<file path="config.mk">
export PLATFORM = sky130hd
export DESIGN_NAME = player_executor_flat
export DESIGN_NICKNAME = d
export VERILOG_FILES = /design/src/rtl/player_executor_if.sv /design/src/rtl/player_executor.sv /design/src/flat_wrapper.sv
export SDC_FILE = /design/constraint.sdc
export NUM_CORES = 1
export LEC_CHECK = 0
export BUFFER_PORTS_ARGS = -buffer_cell sky130_fd_sc_hd__buf_2
export CAP_MARGIN = 20
export CORE_AREA = 2 2 89 91
export CTS_CLUSTER_DIAMETER = 120
export DETAILED_ROUTE_END_ITERATION = 10
export DIE_AREA = 0 0 91 93
export PLACE_DENSITY = 0.78
export SLEW_MARGIN = 20
export SYNTH_ARGS = -nofsm -noshare
export SYNTH_HDL_FRONTEND = slang
export SYNTH_SLANG_ARGS = --single-unit
</file>
<file path="constraint.sdc">
create_clock -name clk -period 4.05 [get_ports clk]
set_clock_uncertainty 0.15 [all_clocks]
set_input_delay 0.6075 -clock clk [delete_from_list [all_inputs] [get_ports clk]]
set_output_delay 0.6075 -clock clk [all_outputs]
set_load 0.03 [all_outputs]
</file>
<file path="src/rtl/player_executor_if.sv">
// player_executor_if: instruction stream in, authoritative player state out.
// master = instruction issuer / observer, slave = player_executor.
interface player_executor_if;
    logic [15:0] playerInstruction;
    logic        isMove;
    logic [9:0]  playerX;
    logic [9:0]  playerY;
    logic [7:0]  playerHP;
    logic        isDeath;
    logic        invincible;

    modport master (
        output playerInstruction, isMove,
        input  playerX, playerY, playerHP, isDeath, invincible
    );

    modport slave (
        input  playerInstruction, isMove,
        output playerX, playerY, playerHP, isDeath, invincible
    );
endinterface

</file>
<file path="src/rtl/player_executor.sv">
// player_executor: soul position, HP and death state driven by playerInstruction.
// Define PLAYER_IFRAME_EN to enable post-hit invincibility frames.
module player_executor #(
    parameter int MAX_HP        = 100,
    parameter int MOVE_DIV      = 4,
    parameter int STEP          = 2,
    parameter int BOX_X0        = 200,
    parameter int BOX_X1        = 440,
    parameter int BOX_Y0        = 240,
    parameter int BOX_Y1        = 400,
    parameter int START_X       = 320,
    parameter int START_Y       = 320,
    parameter int IFRAME_CYCLES = 30
) (
    input logic              clk,
    input logic              rst_n,
    player_executor_if.slave bus
);
    localparam logic [3:0]  OP_HPY  = 4'd1;
    localparam logic [3:0]  OP_DPY  = 4'd2;
    localparam logic [3:0]  OP_MOV  = 4'd5;
    localparam logic [3:0]  OP_SHP  = 4'd6;
    localparam logic [1:0]  CNT_MAX = 2'(MOVE_DIV - 1);
    localparam logic [10:0] X0      = 11'(BOX_X0);
    localparam logic [10:0] X1      = 11'(BOX_X1);
    localparam logic [10:0] Y0      = 11'(BOX_Y0);
    localparam logic [10:0] Y1      = 11'(BOX_Y1);
    localparam logic [10:0] STP     = 11'(STEP);
    localparam logic [9:0]  SX      = 10'(START_X);
    localparam logic [9:0]  SY      = 10'(START_Y);
    localparam logic [8:0]  HMAX    = 9'(MAX_HP);

    logic [9:0]  x_q, x_d, y_q, y_d;
    logic [7:0]  hp_q, hp_d, dir_q, dir_d;
    logic [1:0]  cnt_q, cnt_d, cnt_eff;
    logic        dead_q, dead_d, armed_q;
    logic        hp_op, exec, mv_act, inv;
    logic        ifr_load, ifr_clear;
    logic [3:0]  op;
    logic [7:0]  opd;
    logic [8:0]  hsum;
    logic [10:0] xe, ye;
    logic        unused_bits;

    assign op      = bus.playerInstruction[15:12];
    assign opd     = bus.playerInstruction[11:4];
    assign hp_op   = (op == OP_HPY) || (op == OP_DPY) || (op == OP_SHP);
    assign exec    = hp_op && armed_q;
    assign mv_act  = bus.isMove && (op == OP_MOV) && !dead_q;
    // a direction change restarts the step period from zero
    assign cnt_eff = (opd == dir_q) ? cnt_q : 2'd0;
    assign xe      = {1'b0, x_q};
    assign ye      = {1'b0, y_q};
    assign hsum    = {1'b0, hp_q} + {1'b0, opd};

    always_comb begin
        x_d       = x_q;
        y_d       = y_q;
        dir_d     = dir_q;
        cnt_d     = 2'd0;
        hp_d      = hp_q;
        dead_d    = dead_q;
        ifr_load  = 1'b0;
        ifr_clear = 1'b0;
        if (mv_act) begin
            dir_d = opd;
            cnt_d = cnt_eff + 2'd1;
            if (cnt_eff == CNT_MAX) begin
                cnt_d = 2'd0;
                case (opd)
                    8'd0: y_d = (ye < Y0 + STP) ? Y0[9:0] : y_q - STP[9:0];
                    8'd1: x_d = (xe < X0 + STP) ? X0[9:0] : x_q - STP[9:0];
                    8'd2: y_d = (ye + STP > Y1) ? Y1[9:0] : y_q + STP[9:0];
                    8'd3: x_d = (xe + STP > X1) ? X1[9:0] : x_q + STP[9:0];
                    default: ;
                endcase
            end
        end
        if (exec) begin
            case (op)
                OP_HPY: begin
                    if (!dead_q)
                        hp_d = (hsum > HMAX) ? HMAX[7:0] : hsum[7:0];
                end
                OP_DPY: begin
                    // a dropped hit still consumes the arm
                    if (!dead_q && !inv) begin
                        hp_d     = (opd >= hp_q) ? 8'd0 : hp_q - opd;
                        dead_d   = (opd >= hp_q);
                        ifr_load = (opd != 8'd0);
                    end
                end
                OP_SHP: begin
                    hp_d = ({1'b0, opd} > HMAX) ? HMAX[7:0] : opd;
                    x_d  = SX;
                    y_d  = SY;
                    if (opd != 8'd0) begin
                        dead_d    = 1'b0;
                        ifr_clear = 1'b1;
                    end else begin
                        dead_d = 1'b1;
                    end
                end
                default: ;
            endcase
        end
    end

    always_ff @(posedge clk) begin
        if (!rst_n) begin
            x_q     <= SX;
            y_q     <= SY;
            hp_q    <= HMAX[7:0];
            dead_q  <= 1'b0;
            armed_q <= 1'b1;
            cnt_q   <= 2'd0;
            dir_q   <= 8'd0;
        end else begin
            x_q     <= x_d;
            y_q     <= y_d;
            hp_q    <= hp_d;
            dead_q  <= dead_d;
            armed_q <= !hp_op;
            cnt_q   <= cnt_d;
            dir_q   <= dir_d;
        end
    end

`ifdef PLAYER_IFRAME_EN
    localparam int IW = $clog2(IFRAME_CYCLES + 1);
    logic [IW-1:0] ifr_q;

    always_ff @(posedge clk) begin
        if (!rst_n)
            ifr_q <= '0;
        else if (ifr_clear)
            ifr_q <= '0;
        else if (ifr_load)
            ifr_q <= IW'(IFRAME_CYCLES);
        else if (ifr_q != '0)
            ifr_q <= ifr_q - IW'(1);
    end

    assign inv         = (ifr_q != '0);
    assign unused_bits = &{1'b0, bus.playerInstruction[3:0]};
`else
    assign inv         = 1'b0;
    assign unused_bits = &{1'b0, ifr_load, ifr_clear,
                           bus.playerInstruction[3:0],
                           32'(IFRAME_CYCLES)};
`endif

    assign bus.playerX    = x_q;
    assign bus.playerY    = y_q;
    assign bus.playerHP   = hp_q;
    assign bus.isDeath    = dead_q;
    assign bus.invincible = inv;
endmodule

</file>
<file path="src/flat_wrapper.sv">
// flat-port wrapper written by rule: the top's interface ports become plain ports
module player_executor_flat 
#(
    parameter int MAX_HP        = 100,
    parameter int MOVE_DIV      = 4,
    parameter int STEP          = 2,
    parameter int BOX_X0        = 200,
    parameter int BOX_X1        = 440,
    parameter int BOX_Y0        = 240,
    parameter int BOX_Y1        = 400,
    parameter int START_X       = 320,
    parameter int START_Y       = 320,
    parameter int IFRAME_CYCLES = 30
)
  (clk, rst_n, bus_playerInstruction, bus_isMove, bus_playerX, bus_playerY, bus_playerHP, bus_isDeath, bus_invincible);
  player_executor_if bus_i ();
  input logic clk;
  input logic rst_n;
  input wire logic [$bits(bus_i.playerInstruction)-1:0] bus_playerInstruction;
  input wire logic [$bits(bus_i.isMove)-1:0] bus_isMove;
  output wire logic [$bits(bus_i.playerX)-1:0] bus_playerX;
  output wire logic [$bits(bus_i.playerY)-1:0] bus_playerY;
  output wire logic [$bits(bus_i.playerHP)-1:0] bus_playerHP;
  output wire logic [$bits(bus_i.isDeath)-1:0] bus_isDeath;
  output wire logic [$bits(bus_i.invincible)-1:0] bus_invincible;
  assign bus_i.playerInstruction = bus_playerInstruction;
  assign bus_i.isMove = bus_isMove;
  assign bus_playerX = bus_i.playerX;
  assign bus_playerY = bus_i.playerY;
  assign bus_playerHP = bus_i.playerHP;
  assign bus_isDeath = bus_i.isDeath;
  assign bus_invincible = bus_i.invincible;
  player_executor #(.MAX_HP(MAX_HP), .MOVE_DIV(MOVE_DIV), .STEP(STEP), .BOX_X0(BOX_X0), .BOX_X1(BOX_X1), .BOX_Y0(BOX_Y0), .BOX_Y1(BOX_Y1), .START_X(START_X), .START_Y(START_Y), .IFRAME_CYCLES(IFRAME_CYCLES)) u_core (.clk(clk), .rst_n(rst_n), .bus(bus_i));
endmodule
</file>
# Word level (Yosys, flattened, before mapping)
# Index checks and enable logic that the tools add are counted.
[totals]
in_bits = 19
out_inout_bits = 30
latchBits = 0
mem_count = 0
wordCells = 74
ram_bits = 0
mem_bits_ro = 0
register_bits = 40
[op_classes]
add_sub_neg = 9
n_bitwise = 2
n_shift = 0
muxes = 24
n_eq_ne = 11
n_div = 0
multipliers = 0
n_reduce_logical = 14
n_lt_le_gt_ge = 7
[op_table]
columns = ["cell", "n"]
rows = [
  ["$mux W10", 12],
  ["$mux W8", 5],
  ["$pmux W10 S2", 2],
  ["$pmux W8 S3", 1],
  ["$add A10 B2 Y11 const B", 2],
  ["$gt A11 B9 Y1 const B", 2],
  ["$add A10 B2 Y10 const B", 2],
  ["$lt A10 B8 Y1 const B", 2],
  ["$sub A10 B2 Y10 const B", 2],
  ["$eq A8 B2 Y1 const B", 2],
  ["$add A8 B8 Y9", 1],
  ["$gt A9 B7 Y1 const B", 1],
  ["$eq A4 B3 Y1 const B", 2],
  ["$eq A8 B1 Y1 const B", 1],
  ["$eq A8 B8 Y1", 1],
  ["$ge A8 B8 Y1", 1],
  ["$gt A8 B7 Y1 const B", 1],
  ["$logic_not A8 Y1", 1],
  ["$reduce_bool A8 Y1", 1],
  ["$sub A8 B8 Y8", 1],
  ["$eq A4 B1 Y1 const B", 1],
  ["$eq A4 B2 Y1 const B", 1],
  ["$ne A2 B2 Y1 const B", 2],
  ["$reduce_and A4 Y1", 1],
  ["13 further kinds", 19],
]

# Logic depth before layout (Yosys ltp)
# Gate-level depths: netlist (run 1).
[depth]
ltp_word = 8
depth_mapped = 12
ltp_nobuf = 11

# Least setup slack after synthesis (run 1)
# Ideal clock, no wire load.
[synth_timing]
path_type = "in2reg"
start = "in bus_playerInstruction[5]"
end = "reg u_core.hp_q[5], in the netlist u_core.bus.playerHP[5]"
setup_time_ns = 0.117
slack_ns = 0.904
path_stages = 10
path_buffers = 1
t_required_ns = 3.783
arrival_time_ns = 2.879
cell_sequence = "clkbuf_1 > inv_1 > fa_1 > a211oi_1 > o21ai_1 > o311ai_1 > nor3_1 > nor3b_1 > or3_1 > o22a_1"
[synth_between]
elab_chain_cells = 5
elab_cells_between_ends = 11
classes_between = "add/sub: 2; order compare: 3; mux: 6"
[synth_rtl]
columns = ["item", "line", "rtl"]
rows = [
  ["start: declaration", "flat_wrapper.sv:19", "input wire logic [$bits(bus_i.playerInstruction)-1:0] bus_playerInstruction;"],
  ["$add A8 B8 Y9", "player_executor.sv:54", "assign hsum = {1'b0, hp_q} + {1'b0, opd};"],
  ["$gt A9 B7 Y1", "player_executor.sv:83", "hp_d = (hsum > HMAX) ? HMAX[7:0] : hsum[7:0];"],
  ["$mux W8", "player_executor.sv:83", ""],
  ["$mux W8", "player_executor.sv:82", "if (!dead_q)"],
  ["$pmux W8 S3 *", "player_executor.sv:80", "case (op)"],
  ["end signal: assignment", "player_executor.sv:113", "hp_q <= HMAX[7:0];"],
  ["end signal: assignment", "player_executor.sv:121", "hp_q <= hp_d;"],
  ["end: declaration", "player_executor.sv:34", "logic [7:0] hp_q, hp_d, dir_q, dir_d;"],
]
# Mark *: on every way between the ends. The rest lies on a longest branch, timed or not. The select of a mux whose other input is x is not followed.
# A chain may end at the register's enable or synchronous reset.

# Worst setup path in the final report (run 1)
[layout_timing]
start = "in bus_playerInstruction[4]"
end = "reg u_core.hp_q[5], in the netlist u_core.bus.playerHP[5]"
# The elaborated chain is that of the path after synthesis.

==> results by group, run 1 <==
Routing
  – Routed WL: about 9000 µm
  – Drt drc: 0
  – Routed wire per std cell: between 10 and 15 µm
  – Drt via density: just under 6
  – DRT Pass-1 Iters: 5
  – DR vias: between 3000 and 4000
  – Starting DRC count in detailed routing: around 180
  – DRT antenna net count: 0

Power
  – Max IR drop VDD: 0.139 mV
  – Total Power: between 0.9 and 1 mW
  – Leak Pwr: 1.51 nW
  – PwrDens: between 200 and 250 nW/µm²

Logic synthesis
  – Seq/Total Area, Yosys: 22.0%
  – Top post-synthesis cells by area: dfxtp_1 (22%), ha_1 (7.2%), xnor2_1 (5.5%)
  – Simple-gate share of the synthesized area: between 20% and 30%
  – Mean area per synthesized cell: 7.46 µm²
  – Syn nets: approximately 530
  – Synth top area share: 22.0%
  – Yosys reg bits: 40
  – Yosys warns: 0
  – Synth Area in Compound Gates: 27.6%
  – Biggest area consumer among synthesized cells: dfxtp_1
  – Primary flip-flop cell chosen by synthesis mapping: dfxtp_1
  – Post-Synth Adder-Cell Area: about 8.3%
  – Asr flop ratio synth: 0%
  – Library cells used by synthesis: 67
  – Largest family of logic cells by synthesized area: compound AO/OA/AOI/OAI gates
  – EDFF count, synth: 0
  – Gate Count Post-Synth: 487
  – Post-synthesis mux area share: under 10%
  – Mapped cell area: approximately 3600 µm²
  – XOR/XNOR Fraction of Synth Area: slightly above 8%

Clocking
  – Cts bufs inserted: 5
  – Worst-skew pair later-pin latency: ~0.3 ns
  – CTS H-tree lvls: 2
  – CTS Buffer Depth: 2
  – Hold Buf Count CTS: 0
  – Post-CTS Setup Inserts: 0
  – CTS Root Cell: clkbuf_8
  – Post-CTS sizing: 0
  – Clock Pin Slew Worst Setup and Hold Paths: approximately 0.080 ns
  – # clock sinks: 40
  – CTS tree: yes

Global routing
  – GRT Overall Usage: 21.3%
  – Grt total ovfl: 0
  – Initial antenna violation count: 0
  – Vias in the first global route: about 3300
  – Pin count of the biggest net entering global routing: 22
  – First-pass GRT wire length: around 15000 µm

Layout
  – Commonest non-fill, non-tap cell in the layout: nand2_1
  – Most frequent cells in the layout: nand2_1 (52), buf_2 (43), dfxtp_1 (40)
  – Nets: 547
  – Area grow syn2layout: 8.16%
  – Antenna diode count: 0
  – Fillers: 769
  – Share of post-route cells with drive strength above 1: about an eighth

STA
  – Max-slew headroom at the worst pin: 36.3%
  – Slew Viols, Final: 0
  – Fmax: 312 MHz
  – Least-Margin Pin Slew: about 0.95 ns
  – Final period utilization: between 70 and 80%
  – Total Neg Setup Slack: 0 ns
  – RSZ-0062 raised after global routing: false
  – Final setup viols: 0
  – Worst setup margin: between 0.8 and 0.9 ns
  – Tmin final: around 3.2 ns
  – Final Hold Viols: 0

Critical path
  – Crit Path Category: in -> reg
  – Worst setup SP type: primary input
  – CP Max Fanout: 13
  – Worst EP arrival: roughly 3.3 ns
  – Critical Path RT: approximately 4.1 ns
  – Worst reg2reg setup slack: 0.99 ns
  – Worst reg2reg path depth: 11
  – CP Capture Type: flop
  – R2R Path End: u_core.bus.playerHP[1]
  – Startpoint of the worst-slack reg-to-reg timing path: u_core.bus.playerHP[0]

Min path
  – Hold endpoint: u_core.bus.playerX[0]
  – Worst hold path cell count: 2
  – Worst hold path class: reg -> reg
  – Hold Path Origin: u_core.bus.playerX[0]

Floorplan
  – Std cell rows: 32
  – Die ar.: 8460 µm²
  – Die Ht: between 90 and 100 µm
  – Initial Util: about half
  – Die X: 91 µm
  – Io pins: 49
  – Core area: between 7000 and 8000 µm²

Placement
  – Pre-CTS setup slack: 0.571 ns
  – Post-DP HPWL: around 6600 µm
  – Port Buffer Count: 43
  – RePlAce Congestion: about 0.90

Status
  – Status: complete, no violations

Flow run
  – Max-cap violations: 0
## cell families after synthesis
family,Yosys count
buffers and inverters,57
flip-flops,40
adder cells (fa/ha/maj),23
XOR/XNOR,34
AO/OA/AOI/OAI,150
multiplexers,4
AND/OR/NAND/NOR,178
other,1
## cells in the mapped netlist (3+ instances only)
master	count
a221oi_1	5
inv_1	23
a211oi_1	4
o22a_1	3
a311oi_1	3
nand3_1	13
or3_1	8
a21o_1	4
nand2_1	52
clkbuf_1	20
buf_2	9
nor2_1	28
or2_2	3
o211ai_1	3
nor3b_1	5
nand4_1	9
a21oi_1	38
buf_6	3
xnor2_1	23
a21boi_0	11
o21a_1	3
o21ai_1	3
ha_1	21
xor2_1	11
nor2b_1	6
dfxtp_1	40
a221o_1	6
a31oi_1	5
nand3b_1	4
nand2b_1	4
o21ai_0	29
o22ai_1	6
o31ai_1	6
and3_1	6
and2_1	9
nor3_1	20
## sequential cells by signal (all words and copies together) (netlist names)
| name | cells |
|---|---|
| u_core.cnt_q | 2 |
| u_core.bus.isDeath | 1 |
| u_core.armed_q | 1 |
| u_core.bus.playerHP | 8 |
| u_core.dir_q | 8 |
| u_core.bus.playerX | 10 |
| u_core.bus.playerY | 10 |
## worst max path at each step
stage                        startpoint                      to  slack, ns  depth (start not counted)
2_1_floorplan  bus_playerInstruction[5]  u_core.bus.playerHP[5]       0.90                         10
3_3_place_gp   bus_playerInstruction[4]  u_core.bus.playerHP[5]       0.62                         11
3_5_place_dp   bus_playerInstruction[4]  u_core.bus.playerHP[5]       0.57                         11
4_1_cts        bus_playerInstruction[4]  u_core.bus.playerHP[5]       0.85                         11
5_1_grt        bus_playerInstruction[4]  u_core.bus.playerHP[1]       0.62                         11
6_report       bus_playerInstruction[4]  u_core.bus.playerHP[5]       0.85                         11
## worst max-delay path, cell delays in order
cell and delay (ns):
buf_2 0.22, ha_1 0.21, inv_1 0.05, fa_1 0.43, a211oi_1 0.25, o21ai_1 0.15, o311ai_1 0.36, nor3_1 0.24
nor3b_1 0.19, or3_1 0.35, o22a_1 0.18
## stage by stage
stage / area, µm² / cells / hold slack [ns] / util (%)
6_report: 3930 / 608 / 0.303 / 52.2
5_1_grt: 3930 / 608 / 0.349 / 52.2
4_1_cts: 3930 / 608 / 0.308 / 52.2
3_5_place_dp: 3820 / 600 / 0.296 / 50.8
3_3_place_gp: 3820 / 600 / 0.293 / 50.8
2_1_floorplan: 3630 / 487 / 0.306 / -
## area by class of cell
type	count	area (µm²)	area share, %
Sequential cell	40	801	20.4
Multi-Input combinational cell	390	2580	65.6
Tap cell	102	128	3.25
Clock inverter	2	35.0	0.891
Inverter	23	86.3	2.20
Timing Repair Buffer	45	230	5.86
Clock buffer	6	72.6	1.85
## power by group
part	internal, mW	leakage (nW)	switching (mW)
combinational	0.0820	1.13	0.127
clock	0.183	0.0552	0.142
sequential	0.400	0.323	0.00887
## routing by layer
layer | routed length (µm) | vias to the layer above | part of all wire, % | track usage [%]
met5 | 0 | - | 0 | 0
met4 | 132 | 0 | 1.5 | 6.06
met3 | 544 | 11 | 6.0 | 3.22
met2 | 4260 | 132 | 47 | 36.3
met1 | 4140 | 1688 | 46 | 28.2
li1 | - | 1795 | - | -
No activity file was read; power rests on OpenSTA's default activity.
==> run 2: changes to the inputs <==
--- a/config.mk
+++ b/config.mk
@@ -11,7 +11,7 @@
 export CTS_CLUSTER_DIAMETER = 120
 export DETAILED_ROUTE_END_ITERATION = 10
 export DIE_AREA = 0 0 91 93
-export PLACE_DENSITY = 0.78
+export PLACE_DENSITY = 0.81
 export SLEW_MARGIN = 20
 export SYNTH_ARGS = -nofsm -noshare
 export SYNTH_HDL_FRONTEND = slang
==> constraint.sdc (replaced) <==
create_clock -name clk -period 2.82 [get_ports clk]
set_clock_uncertainty 0.15 [all_clocks]
set_input_delay 0.423 -clock clk [delete_from_list [all_inputs] [get_ports clk]]
set_output_delay 0.423 -clock clk [all_outputs]
set_load 0.03 [all_outputs]
==> run 2 against run 1 <==
  * Count of clock-buffer cells in the layout is 1 higher
  * Cell count rose by 6.3%
  * Power is 46% higher
  * Hold slack about the same
  * Die area is the same
  * Sequential power is 44% higher
  * Critical path depth is the same
  * Sequential cell count stayed put
  * Register-to-register slack got worse by 0.92 ns
  * Design area rose by 8.7%
  * Utilization is 4.5 points higher
  * Largest power group unchanged
==> results by group, run 2 (synthesis results as in run 1) <==
Status
  – Status: complete, no violations

Layout
  – Area grow syn2layout: 17.6%
  – Final Util: between 50 and 60%
  – Commonest non-fill, non-tap cell in the layout: nand2_1
  – Share of post-route cells with drive strength above 1: 21.0%
  – Post-Layout Cell Count: ~650
  – Antenna diode count: 0
  – Most frequent cells in the layout: nand2_1 (52), buf_2 (43), buf_4 (41)
  – Nets: 586

Routing
  – DRT antenna net count: 0
  – Routed wire per std cell: 15.5 µm
  – Routed WL: 9980 µm
  – DRT Pass-1 Iters: 5
  – Drt via density: around 6.0
  – Starting DRC count in detailed routing: roughly 340
  – Drt drc: 0
  – DR vias: roughly 3900

Floorplan
  – Initial Util: between 40% and 50%
  – Io pins: 49
  – Core area: approximately 7500 µm²
  – Die X: 91 µm
  – Die ar.: 8460 µm²
  – Die Ht: approximately 93 µm
  – Std cell rows: 32

Clocking
  – CTS Root Cell: clkbuf_8
  – Worst-skew pair later-pin latency: approximately 0.30 ns
  – CTS tree: yes
  – Cts bufs inserted: 5
  – Clock Pin Slew Worst Setup and Hold Paths: 0.08 ns
  – Hold Buf Count CTS: 0
  – CTS H-tree lvls: 2
  – # clock sinks: 40
  – CTS Buffer Depth: 2

Critical path
  – CP Max Fanout: 7
  – Critical Path RT: approximately 2.9 ns
  – Worst EP arrival: between 2 and 3 ns
  – Worst reg2reg path depth: 11
  – CP Capture Type: flop
  – Worst setup SP type: flop
  – Crit Path Category: reg -> reg

Min path
  – Worst hold path class: reg -> reg
  – Worst hold path cell count: 2

STA
  – Fmax: about 360 MHz
  – Final setup viols: 0
  – Tmin final: ~2.8 ns
  – Max-slew headroom at the worst pin: around 56%
  – Final period utilization: between 90 and 100%
  – RSZ-0062 raised after global routing: true
  – Slew Viols, Final: 0
  – Least-Margin Pin Slew: 0.649 ns
  – Worst setup margin: 0.0673 ns
  – Final Hold Viols: 0
  – Worst hold slack: between 0.3 and 0.4 ns

Placement
  – RePlAce Congestion: 0.915
  – Post-DP HPWL: 7440 µm
  – Port Buffer Count: 43
  – Pre-CTS setup slack: -0.212 ns
  – Placed Cells: between 600 and 700

Power
  – Leak Pwr: between 1.5 and 2 nW
  – PwrDens: 322 nW/µm²
  – Max IR drop VDD: ~0.17 mV

Global routing
  – First-pass GRT wire length: between 15000 and 20000 µm
  – GRT Overall Usage: between 20% and 30%
  – Grt total ovfl: 0
  – Initial antenna violation count: 0
  – Pin count of the biggest net entering global routing: 22
  – Vias in the first global route: approximately 3600

Flow run
  – Max-cap violations: 0
## run 2: final timing paths
kind | startpoint | to | slack [ns]
max | u_core.bus.playerHP[0] | u_core.bus.playerHP[5] | 0.07
min | u_core.bus.playerX[0] | u_core.bus.playerX[0] | 0.30
max reg2reg | u_core.bus.playerHP[0] | u_core.bus.playerHP[5] | 0.07
min reg2reg | u_core.bus.playerX[0] | u_core.bus.playerX[0] | 0.30
## run 2: cell type report
| type | count | area, µm² |
|---|---|---|
| multi-input combinational | 390 | 2640 |
| sequential | 40 | 803 |
| fill | 690 | 3260 |
| inverter | 23 | 86.3 |
| timing repair buffer | 84 | 523 |
| tap | 102 | 128 |
| clock buffer | 7 | 96.3 |
## run 2: what timing repair did
| action | in CTS | in global routing |
|---|---|---|
| resized for setup | 4 | 7 |
| endpoints found under the setup margin | 3 | 9 |
| gates cloned | 0 | 0 |
| pin swaps | 1 | 5 |
| setup buffers | 2 | 2 |
## run 2: stage by stage
step                setup TNS [ns]  total power, mW  cell area, µm²
floorplan                        0            0.822            3650
global placement            -0.128            0.919            4100
detailed placement          -0.781            0.932            4100
CTS                              0             1.36            4230
global route               -0.0214             1.43            4270
finish                           0             1.37            4270
## run 2: report_power, final
| group | switching, mW | total [mW] | internal (mW) |
|---|---|---|---|
| clock network | 0.211 | 0.430 | 0.218 |
| logic | 0.205 | 0.356 | 0.151 |
| registers | 0.0136 | 0.589 | 0.575 |
## run 2: critical path, cell delays in order, from the launching register on
cell and delay, ns:
dfxtp_2 0.35, inv_1 0.06, ha_1 0.16, inv_1 0.06, fa_2 0.35, a211oi_2 0.29, o21ai_2 0.12, o311ai_4 0.30
nor3_4 0.13, nor3b_1 0.15, or3_1 0.36, o22a_1 0.19
## run 2: metal layers
| layer | routed length [µm] | vias up | track usage [%] |
|---|---|---|---|
| li1 | - | 1877 | - |
| met1 | 4260 | 1813 | 29.6 |
| met2 | 4880 | 176 | 41.2 |
| met3 | 677 | 21 | 3.63 |
| met4 | 169 | 0 | 6.82 |
| met5 | 0 | - | 0 |
==> run 3: changes to the inputs <==
--- a/config.mk
+++ b/config.mk
@@ -7,11 +7,11 @@
 export LEC_CHECK = 0
 export BUFFER_PORTS_ARGS = -buffer_cell sky130_fd_sc_hd__buf_2
 export CAP_MARGIN = 20
-export CORE_AREA = 2 2 89 91
+export CORE_AREA = 2 2 98 100
 export CTS_CLUSTER_DIAMETER = 120
 export DETAILED_ROUTE_END_ITERATION = 10
-export DIE_AREA = 0 0 91 93
-export PLACE_DENSITY = 0.81
+export DIE_AREA = 0 0 100 102
+export PLACE_DENSITY = 0.7
 export SLEW_MARGIN = 20
 export SYNTH_ARGS = -nofsm -noshare
 export SYNTH_HDL_FRONTEND = slang
==> constraint.sdc (replaced) <==
create_clock -name clk -period 2.82 [get_ports clk]
set_clock_uncertainty 0.15 [all_clocks]
set_input_delay 0.423 -clock clk [delete_from_list [all_inputs] [get_ports clk]]
set_output_delay 0.423 -clock clk [all_outputs]
set_load 0.005 [all_outputs]
==> run 3 against run 2 <==
  * Count of clock-buffer cells in the layout rose by 1
  * Sequential power hardly changed
  * Non-clock buffer count unchanged
  * Hold slack better by 0.0086 ns
  * Wire length up 1.2%
  * First-iteration DRC count shrank 18%
  * Via count down 1.0%
  * Critical path type unchanged
  * Register-to-register slack better by 0.07 ns
  * Global-route usage is 3.5 points lower
  * Combinational power fell by 3%
  * Setup slack gained 0.070 ns
==> results by group, run 3 (synthesis results as in run 1) <==
STA
  – Final period utilization: 95.1%
  – Worst hold slack: roughly 0.31 ns
  – Max-slew headroom at the worst pin: a little over 60%
  – Slew Viols, Final: 0
  – Tmin final: between 2 and 3 ns
  – Fmax: about 370 MHz
  – Least-Margin Pin Slew: 0.589 ns
  – Final setup viols: 0
  – RSZ-0062 raised after global routing: false
  – Final Hold Viols: 0

Flow run
  – Max-cap violations: 0

Routing
  – DR vias: a little under 4000
  – Routed WL: 10100 µm
  – DRT antenna net count: 0
  – Routed wire per std cell: 15.4 µm
  – Drt drc: 0
  – Drt via density: roughly 5.9
  – Starting DRC count in detailed routing: ~280
  – DRT Pass-1 Iters: 5

Layout
  – Antenna diode count: 0
  – Area grow syn2layout: 17.4%
  – Commonest non-fill, non-tap cell in the layout: nand2_1
  – Final Util: ~47%
  – Share of post-route cells with drive strength above 1: 20.6%
  – Fillers: between 900 and 1000
  – Most frequent cells in the layout: nand2_1 (52), buf_2 (43), buf_4 (41)
  – Final Cell Area: between 4000 and 5000 µm²
  – Nets: approximately 590

Min path
  – Hold Path Origin: bus_playerInstruction[15]
  – Worst hold path cell count: 2
  – Hold endpoint: u_core.armed_q
  – Worst hold path class: in -> reg

Global routing
  – Pin count of the biggest net entering global routing: 22
  – Initial antenna violation count: 0
  – GRT Overall Usage: 19.8%
  – First-pass GRT wire length: roughly 17000 µm
  – Vias in the first global route: roughly 3600
  – Grt total ovfl: 0

Clocking
  – Cts bufs inserted: 5
  – # clock sinks: 40
  – CTS H-tree lvls: 2
  – CTS Buffer Depth: 2
  – CTS tree: yes
  – Hold Buf Count CTS: 0
  – Worst-skew pair later-pin latency: 0.29 ns
  – Clock Pin Slew Worst Setup and Hold Paths: approximately 0.08 ns
  – CTS Root Cell: clkbuf_8
  – Post-CTS Setup Inserts: 0

Critical path
  – R2R Path End: u_core.bus.playerHP[5]
  – CP Capture Type: flop
  – Startpoint of the worst-slack reg-to-reg timing path: u_core.bus.playerHP[0]
  – CP Max Fanout: 7
  – Worst EP arrival: ~2.7 ns
  – Critical Path RT: between 2 and 3 ns
  – Worst setup SP type: flop
  – Worst reg2reg path depth: 11
  – Worst reg2reg setup slack: about 0.14 ns
  – Crit Path Category: reg -> reg

Floorplan
  – Core area: 9110 µm²
  – Initial Util: about two fifths
  – Std cell rows: 35
  – Die ar.: 10200 µm²
  – Die X: about 100 µm
  – Die Ht: roughly 100 µm
  – Io pins: 49

Placement
  – Port Buffer Count: 43
  – RePlAce Congestion: slightly above 0.9
  – Placed instance area: roughly 4100 µm²
  – Post-DP HPWL: ~7600 µm

Power
  – Max IR drop VDD: 0.226 mV
  – PwrDens: 311 nW/µm²
  – Leak Pwr: roughly 1.7 nW

Status
  – Status: complete, no violations
## run 3: how the worst max path moves through the flow
| stage | cells past startpoint | endpoint | startpoint |
|---|---|---|---|
| final | 11 | u_core.bus.playerHP[5] | u_core.bus.playerHP[0] |
| after global routing | 11 | u_core.bus.playerHP[5] | u_core.bus.playerHP[0] |
| after CTS | 11 | u_core.bus.playerHP[5] | u_core.bus.playerHP[0] |
| after detailed placement | 11 | u_core.bus.playerHP[5] | bus_playerInstruction[4] |
| after global placement | 11 | u_core.bus.playerHP[5] | bus_playerInstruction[4] |
| after floorplan | 10 | u_core.bus.playerHP[5] | bus_playerInstruction[5] |
## run 3: metal layers
metal / GRT usage, % / wire, µm / vias to the layer above / part of all wire (%)
met5: 0 / 0 / - / 0
li1: - / - / 1880 / -
met4: 6.95 / 158 / 0 / 1.6
met1: 25.6 / 4670 / 1817 / 46
met3: 2.46 / 462 / 15 / 4.6
met2: 34.4 / 4810 / 135 / 48
## run 3: where the power goes
group	total, mW	internal [mW]	leakage [nW]	switching [mW]
Clock	0.395	0.200	0.0455	0.196
Combinational	0.344	0.154	1.34	0.190
Sequential	0.589	0.575	0.324	0.0135
Total	1.33	0.929	1.71	0.399
## run 3: critical path, stage by stage (launching register included)
cell and delay (ns):
dfxtp_2 0.35, inv_1 0.06, ha_1 0.16, inv_1 0.05
fa_1 0.39, a211oi_2 0.22, o21ai_2 0.12, o311ai_4 0.30
nor3_4 0.11, nor3b_1 0.15, or3_1 0.34, o22a_1 0.18
## run 3: area by class of cell
class                      count  area, µm²  area share [%]
sequential                    40        803            18.8
clock buffer                   8       90.1            2.11
timing repair buffer          84        523            12.3
inverter                      23       86.3            2.02
multi-input combinational    390       2630            61.5
tap                          111        139            3.26
## run 3: per-stage QoR
stage | power [mW] | setup TNS, ns | setup WS (ns) | std cells
final | 1.33 | 0 | 0.137 | 656
after global routing | 1.39 | 0 | 0.00332 | 656
after CTS | 1.32 | 0 | 0.000498 | 656
after detailed placement | 0.929 | -0.553 | -0.139 | 648
after global placement | 0.920 | -0.153 | -0.0698 | 648
after floorplan | 0.805 | 0 | 0.0585 | 487
## run 3: what timing repair did
item / 4_1_cts / 5_1_grt
pin swaps: 2 / 3
setup endpoints to repair: 1 / 8
gates resized for setup: 2 / 7
gates cloned: 0 / 0
